## config.mk

```make
export PLATFORM = sky130hd
export DESIGN_NAME = mem_port_arbiter_flat
export DESIGN_NICKNAME = d
export VERILOG_FILES = /design/src/rtl/mem_port_arbiter_if.sv /design/src/rtl/mem_port_arbiter.sv /design/src/flat_wrapper.sv
export SDC_FILE = /design/constraint.sdc
export NUM_CORES = 1
export LEC_CHECK = 0
export ABC_AREA = 0
export ABC_CLOCK_PERIOD_IN_PS = 2390
export BUFFER_PORTS_ARGS = -buffer_cell sky130_fd_sc_hd__buf_2
export CAP_MARGIN = 20
export CORE_MARGIN = 10
export CORE_UTILIZATION = 26
export DETAILED_ROUTE_END_ITERATION = 10
export SLEW_MARGIN = 20
export SYNTH_ARGS = -nofsm -noshare
export SYNTH_HDL_FRONTEND = slang
export SYNTH_SLANG_ARGS = --single-unit
```

## constraint.sdc

```tcl
create_clock -name CLK -period 2.39 [get_ports CLK]
set_input_delay 0.239 -clock CLK [delete_from_list [all_inputs] [get_ports CLK]]
set_output_delay 0.239 -clock CLK [all_outputs]
set_load 0.05 [all_outputs]
```

## src/rtl/mem_port_arbiter_if.sv

```systemverilog
`default_nettype none
// ============================================================================
// Module      : mem_port_arbiter_if
// Description : Bundle of the request/response and memory-side signals around
//               mem_port_arbiter.
//               slave  - arbiter view: requests and mem_rdata in; responses
//                        and the memory command out.
//               master - requester/memory view, the mirror image.
//               Signals:
//                 core_req/core_we/core_addr/core_wdata  core request fields
//                 core_rdata/core_done                   core response
//                 io_req/io_we/io_addr/io_wdata          I/O request fields
//                 io_rdata/io_done                       I/O response
//                 mem_en/mem_we/mem_addr/mem_wdata       memory command
//                 mem_rdata                              memory read data
// Revision    : 1.0 - initial release
// ============================================================================
interface mem_port_arbiter_if #(
    parameter int DATA_W = 16,
    parameter int ADDR_W = 16
);
    logic              core_req;
    logic              core_we;
    logic [ADDR_W-1:0] core_addr;
    logic [DATA_W-1:0] core_wdata;
    logic [DATA_W-1:0] core_rdata;
    logic              core_done;

    logic              io_req;
    logic              io_we;
    logic [ADDR_W-1:0] io_addr;
    logic [DATA_W-1:0] io_wdata;
    logic [DATA_W-1:0] io_rdata;
    logic              io_done;

    logic              mem_en;
    logic              mem_we;
    logic [ADDR_W-1:0] mem_addr;
    logic [DATA_W-1:0] mem_wdata;
    logic [DATA_W-1:0] mem_rdata;

    modport slave (
        input  core_req, core_we, core_addr, core_wdata,
        input  io_req, io_we, io_addr, io_wdata,
        input  mem_rdata,
        output core_rdata, core_done, io_rdata, io_done,
        output mem_en, mem_we, mem_addr, mem_wdata
    );

    modport master (
        output core_req, core_we, core_addr, core_wdata,
        output io_req, io_we, io_addr, io_wdata,
        output mem_rdata,
        input  core_rdata, core_done, io_rdata, io_done,
        input  mem_en, mem_we, mem_addr, mem_wdata
    );
endinterface
`default_nettype wire

```

## src/rtl/mem_port_arbiter.sv

```systemverilog
`default_nettype none
// ============================================================================
// Module      : mem_port_arbiter
// Description : Shares one synchronous memory port between the core and the
//               I/O loader. Fixed core priority. Every access runs
//               IDLE (grant) -> ACC (memory edge) -> RESP (done pulse).
//               Ports:
//                 CLK    sole clock, rising edge
//                 Reset  synchronous, active-high
//                 bus    mem_port_arbiter_if.slave (requests, responses,
//                        memory command and read data)
//               Optional feature macro: ARB_STARVE_GUARD_EN
//                 When defined, after STARVE_MAX consecutive core grants made
//                 while io_req was pending, the next contested grant goes to
//                 I/O. When undefined, no counter exists and STARVE_MAX is
//                 only range-checked.
//               DATA_W/ADDR_W must match the connected interface instance.
// Revision    : 1.0 - initial release
// ============================================================================
module mem_port_arbiter #(
    parameter int DATA_W     = 16,
    parameter int ADDR_W     = 16,
    parameter int STARVE_MAX = 4
) (
    input  wire logic          CLK,
    input  wire logic          Reset,
    mem_port_arbiter_if.slave  bus
);

    typedef enum logic [1:0] {
        ST_IDLE = 2'd0,
        ST_ACC  = 2'd1,
        ST_RESP = 2'd2
    } state_t;

    localparam logic OWNER_CORE = 1'b0;
    localparam logic OWNER_IO   = 1'b1;

    generate
        if (STARVE_MAX < 1) begin : g_bad_starve_max
            $error("mem_port_arbiter: STARVE_MAX must be at least 1");
        end
    endgenerate

    state_t            state_q;
    logic              owner_q;
    logic              acc_we_q;     // direction of the access in flight
    logic              mem_en_q;
    logic              mem_we_q;
    logic [ADDR_W-1:0] mem_addr_q;
    logic [DATA_W-1:0] mem_wdata_q;
    logic [DATA_W-1:0] core_rdata_q;
    logic [DATA_W-1:0] io_rdata_q;
    logic              core_done_q;
    logic              io_done_q;

    logic              w_any_req;
    logic              w_grant_io;

    assign w_any_req = bus.core_req | bus.io_req;

`ifdef ARB_STARVE_GUARD_EN
    localparam int               CNT_W   = $clog2(STARVE_MAX + 1);
    localparam logic [CNT_W-1:0] CNT_MAX = CNT_W'(STARVE_MAX);

    // Consecutive core grants taken while I/O was waiting.
    logic [CNT_W-1:0] starve_cnt_q;

    assign w_grant_io = bus.io_req & (~bus.core_req | (starve_cnt_q == CNT_MAX));
`else
    assign w_grant_io = bus.io_req & ~bus.core_req;
`endif

    always_ff @(posedge CLK) begin
        if (Reset) begin
            state_q      <= ST_IDLE;
            owner_q      <= OWNER_CORE;
            acc_we_q     <= 1'b0;
            mem_en_q     <= 1'b0;
            mem_we_q     <= 1'b0;
            mem_addr_q   <= '0;
            mem_wdata_q  <= '0;
            core_rdata_q <= '0;
            io_rdata_q   <= '0;
            core_done_q  <= 1'b0;
            io_done_q    <= 1'b0;
`ifdef ARB_STARVE_GUARD_EN
            starve_cnt_q <= '0;
`endif
        end else begin
            // Done is a single-cycle pulse; only RESP raises it.
            core_done_q <= 1'b0;
            io_done_q   <= 1'b0;

            case (state_q)
                ST_IDLE: begin
                    if (w_any_req) begin
                        mem_en_q <= 1'b1;
                        owner_q  <= w_grant_io ? OWNER_IO : OWNER_CORE;
                        state_q  <= ST_ACC;
                        if (w_grant_io) begin
                            mem_we_q    <= bus.io_we;
                            acc_we_q    <= bus.io_we;
                            mem_addr_q  <= bus.io_addr;
                            mem_wdata_q <= bus.io_wdata;
                        end else begin
                            mem_we_q    <= bus.core_we;
                            acc_we_q    <= bus.core_we;
                            mem_addr_q  <= bus.core_addr;
                            mem_wdata_q <= bus.core_wdata;
                        end
`ifdef ARB_STARVE_GUARD_EN
                        if (w_grant_io || !bus.io_req) begin
                            starve_cnt_q <= '0;
                        end else if (starve_cnt_q != CNT_MAX) begin
                            starve_cnt_q <= starve_cnt_q + CNT_W'(1);
                        end
`endif
                    end else begin
                        mem_en_q <= 1'b0;
                        mem_we_q <= 1'b0;
                    end
                end

                ST_ACC: begin
                    // The memory samples the command on this edge.
                    mem_en_q <= 1'b0;
                    mem_we_q <= 1'b0;
                    state_q  <= ST_RESP;
                end

                ST_RESP: begin
                    if (!acc_we_q) begin
                        if (owner_q == OWNER_IO) begin
                            io_rdata_q <= bus.mem_rdata;
                        end else begin
                            core_rdata_q <= bus.mem_rdata;
                        end
                    end
                    if (owner_q == OWNER_IO) begin
                        io_done_q <= 1'b1;
                    end else begin
                        core_done_q <= 1'b1;
                    end
                    state_q <= ST_IDLE;
                end

                default: begin
                    state_q <= ST_IDLE;
                end
            endcase
        end
    end

    assign bus.mem_en     = mem_en_q;
    assign bus.mem_we     = mem_we_q;
    assign bus.mem_addr   = mem_addr_q;
    assign bus.mem_wdata  = mem_wdata_q;
    assign bus.core_rdata = core_rdata_q;
    assign bus.core_done  = core_done_q;
    assign bus.io_rdata   = io_rdata_q;
    assign bus.io_done    = io_done_q;

endmodule
`default_nettype wire

```

## src/flat_wrapper.sv

```systemverilog
// flat-port wrapper written by rule: the top's interface ports become plain ports
module mem_port_arbiter_flat 
#(
    parameter int DATA_W     = 16,
    parameter int ADDR_W     = 16,
    parameter int STARVE_MAX = 4
)
  (CLK, Reset, bus_core_req, bus_core_we, bus_core_addr, bus_core_wdata, bus_io_req, bus_io_we, bus_io_addr, bus_io_wdata, bus_mem_rdata, bus_core_rdata, bus_core_done, bus_io_rdata, bus_io_done, bus_mem_en, bus_mem_we, bus_mem_addr, bus_mem_wdata);
  mem_port_arbiter_if #(.DATA_W(DATA_W), .ADDR_W(ADDR_W)) bus_i ();
  input  wire logic CLK;
  input  wire logic Reset;
  input wire logic [$bits(bus_i.core_req)-1:0] bus_core_req;
  input wire logic [$bits(bus_i.core_we)-1:0] bus_core_we;
  input wire logic [$bits(bus_i.core_addr)-1:0] bus_core_addr;
  input wire logic [$bits(bus_i.core_wdata)-1:0] bus_core_wdata;
  input wire logic [$bits(bus_i.io_req)-1:0] bus_io_req;
  input wire logic [$bits(bus_i.io_we)-1:0] bus_io_we;
  input wire logic [$bits(bus_i.io_addr)-1:0] bus_io_addr;
  input wire logic [$bits(bus_i.io_wdata)-1:0] bus_io_wdata;
  input wire logic [$bits(bus_i.mem_rdata)-1:0] bus_mem_rdata;
  output wire logic [$bits(bus_i.core_rdata)-1:0] bus_core_rdata;
  output wire logic [$bits(bus_i.core_done)-1:0] bus_core_done;
  output wire logic [$bits(bus_i.io_rdata)-1:0] bus_io_rdata;
  output wire logic [$bits(bus_i.io_done)-1:0] bus_io_done;
  output wire logic [$bits(bus_i.mem_en)-1:0] bus_mem_en;
  output wire logic [$bits(bus_i.mem_we)-1:0] bus_mem_we;
  output wire logic [$bits(bus_i.mem_addr)-1:0] bus_mem_addr;
  output wire logic [$bits(bus_i.mem_wdata)-1:0] bus_mem_wdata;
  assign bus_i.core_req = bus_core_req;
  assign bus_i.core_we = bus_core_we;
  assign bus_i.core_addr = bus_core_addr;
  assign bus_i.core_wdata = bus_core_wdata;
  assign bus_i.io_req = bus_io_req;
  assign bus_i.io_we = bus_io_we;
  assign bus_i.io_addr = bus_io_addr;
  assign bus_i.io_wdata = bus_io_wdata;
  assign bus_i.mem_rdata = bus_mem_rdata;
  assign bus_core_rdata = bus_i.core_rdata;
  assign bus_core_done = bus_i.core_done;
  assign bus_io_rdata = bus_i.io_rdata;
  assign bus_io_done = bus_i.io_done;
  assign bus_mem_en = bus_i.mem_en;
  assign bus_mem_we = bus_i.mem_we;
  assign bus_mem_addr = bus_i.mem_addr;
  assign bus_mem_wdata = bus_i.mem_wdata;
  mem_port_arbiter #(.DATA_W(DATA_W), .ADDR_W(ADDR_W), .STARVE_MAX(STARVE_MAX)) u_core (.CLK(CLK), .Reset(Reset), .bus(bus_i));
endmodule
```

==> results.json <==
{
  "outcome": "finished clean",
  "worst_setup_path_end_kind": "flop",
  "tightestPinTransition_ps": 873,
  "slew_headroom_pct": 41.6,
  "met2_usage_pct": 18.9,
  "top_usage_layer": "met2",
  "grt_use_met3_pct": 6.21,
  "antenna_found_initial": 0,
  "p_total_mw": 3.53,
  "die_h_um": 130,
  "syn_avg_cell_area_um2": 8.92,
  "io_buffers": 153,
  "critPathMaxStageDelay_ps": 840,
  "post-dp-hpwl_um": 7570,
  "timing.reg2reg.setup_slack_ps": 650,
  "ys_warn_count": 0,
  "drtIter0Drc": 120,
  "n_antenna_cell": 0,
  "rsz0062_at_grt": "false",
  "setup_viol": 0,
  "cp_top_family": "simple AND/OR/NAND/NOR gates",
  "place_area_um2": 4000,
  "drv_cap": 0,
  "cts_tree": "done",
  "synth.net_count": 440,
  "gp_congestion": 0.758,
  "max_freq_mhz": 576,
  "layout_commonest_cell": "buf_2",
  "timing.hold.ws_ps": 152,
  "multi_input_area_um2": 1520,
  "drc": 0,
  "fill_cells": 1234,
  "root_buffer": "clkbuf_16",
  "finalHoldViolCount": 0,
  "fin_tns_setup_ps": 0,
  "post-route-period-util_pct": 72.6,
  "ioPinCount": 154,
  "layout-drive-gt1-share_pct": 46.7,
  "critPathSlowestCell": "or4b_1",
  "clk_latency_ps": 330,
  "dieArea_um2": 16900,
  "cts_resized": 0,
  "overflow": 0,
  "ys_seq_elements": 72,
  "dr.pass1.iters": 4,
  "seq_area_um2": 1440,
  "fin_skew_ps": 4.20,
  "die_x_um": 130,
  "worst-setup-path-type": "flop to flop",
  "cp_data_arrival_time_ps": 1950,
  "synth_cell_types": 29,
  "htree_levels": 3,
  "fin_crit_ps": 1740,
  "wl_per_cell_um": 15.6,
  "area_growth_pct": 36.7,
  "drv_slew": 0,
  "viasPerCell": 4.74,
  "cp-start-kind": "flop",
  "powerDensity_nw_per_um2": 818,
  "vias": 3044,
  "clkTransAtPathRegs_ps": 60,
  "p_leak_nw": 1.85,
  "final_cell_mix": "buf_2 (152), nand2_1 (120), dfxtp_1 (72)",
  "core_area_um2": 12000,
  "final_nets": 576,
  "grt_max_degree": 43,
  "vdd_drop_max_mv": 0.446,
  "grt_pass1_wl_um": 15700,
  "required_ps": 2610,
  "hold_buffers": 0,
  "worst-path-buf-inv": 0,
  "clock-sinks": 72,
  "worstPathMaxFanout": 16,
  "antenna_left": 0,
  "synthesis.area_um2": 3160,
  "grtUsageMet1_pct": 12.9,
  "ctsLongestPathBuffers": 2,
  "grt_pass1_vias": 3171,
  "start_util_pct": 26.4,
  "ys_seq_area_share_pct": 45.7,
  "grt_usage_pct": 11.6,
  "postCtsSetupBuffers": 0,
  "crit_path_cell_trace": "or4b_1, nand2_1, a21oi_1",
  "postSynthCellCount": 354,
  "wl_um": 10000,
  "rows": 40,
  "cts_buffers": 9,
  "stdcell_area_um2": 4320,
  "hold_class": "primary input to flop"
}
synthesized netlist by cell type (all sizes together):
library cell,number,area share (%)
and2,1,0.28
mux2i,1,0.32
nor3b,1,0.24
nor2b,1,0.20
nor4b,2,1.0
a211oi,2,0.63
nand2b,1,0.20
nand4bb,1,0.36
clkbuf,19,2.3
or2,1,0.20
dfxtp,72,46
a21oi,67,12
buf,16,3.8
nor2,2,0.48
and4bb,2,0.79
nand3b,1,0.24
nand2,130,16
or4b,1,0.32
o31ai,1,0.24
a311oi,32,15
metrics by stage:
step | util, % | cells | setup WS (ps)
CTS | 36.1 | 642 | 649
global route | 36.1 | 642 | 544
floorplan | - | 354 | 984
finish | 36.1 | 642 | 654
detailed placement | 33.4 | 626 | 665
global placement | 33.4 | 626 | 689
flip-flops by register name, summed over array words and instances, names as in the netlist:
name	cells
u_core.bus.io_done	1
u_core.bus.mem_addr	16
u_core.bus.mem_wdata	16
u_core.bus.core_done	1
u_core.bus.mem_we	1
u_core.bus.mem_en	1
u_core.owner_q	1
u_core.bus.io_rdata	16
u_core.bus.core_rdata	16
u_core.acc_we_q	1
u_core.state_q	2
layer usage:
layer / up-vias / share of wire [%]
li1: 1500 / -
met1: 1415 / 41
met2: 119 / 46
met3: 10 / 12
met4: 0 / 1.0
met5: - / 0
cells by family after synthesis:
| kind of cell | count (synthesis) | synth area share, % |
|---|---|---|
| buffers and inverters | 35 | 6.14 |
| multiplexers | 1 | 0.317 |
| AND/OR/NAND/NOR | 144 | 20.6 |
| flip-flops | 72 | 45.7 |
| AO/OA/AOI/OAI | 102 | 27.3 |
path summary, 6_finish.rpt:
path | end | from | depth (start not counted)
hold reg to reg | u_core.bus.io_rdata[10]$_SDFFE_PP0P_ | u_core.bus.io_rdata[10]$_SDFFE_PP0P_ | 2
setup reg to reg | u_core.bus.core_rdata[9]$_SDFFE_PP0P_ | u_core.state_q[1]$_SDFFE_PP0P_ | 3
setup / recovery | u_core.bus.core_rdata[9]$_SDFFE_PP0P_ | u_core.state_q[1]$_SDFFE_PP0P_ | 3
hold / removal | u_core.owner_q$_SDFFE_PP0P_ | bus_core_req | 2
power by group:
part	switching, mW	internal (mW)	total (mW)
registers	0.0546	1.28	1.34
logic	0.527	0.228	0.755
clock network	0.520	0.919	1.44
total	1.10	2.43	3.53
layout make-up:
type / count / share of cell area [%]
Timing Repair Buffer: 160 / 19.6
Clock buffer: 10 / 5.30
Multi-Input combinational cell: 247 / 35.3
Tap cell: 147 / 4.26
Clock inverter: 6 / 2.14
Sequential cell: 72 / 33.4
No activity file was read; power rests on OpenSTA's default activity.
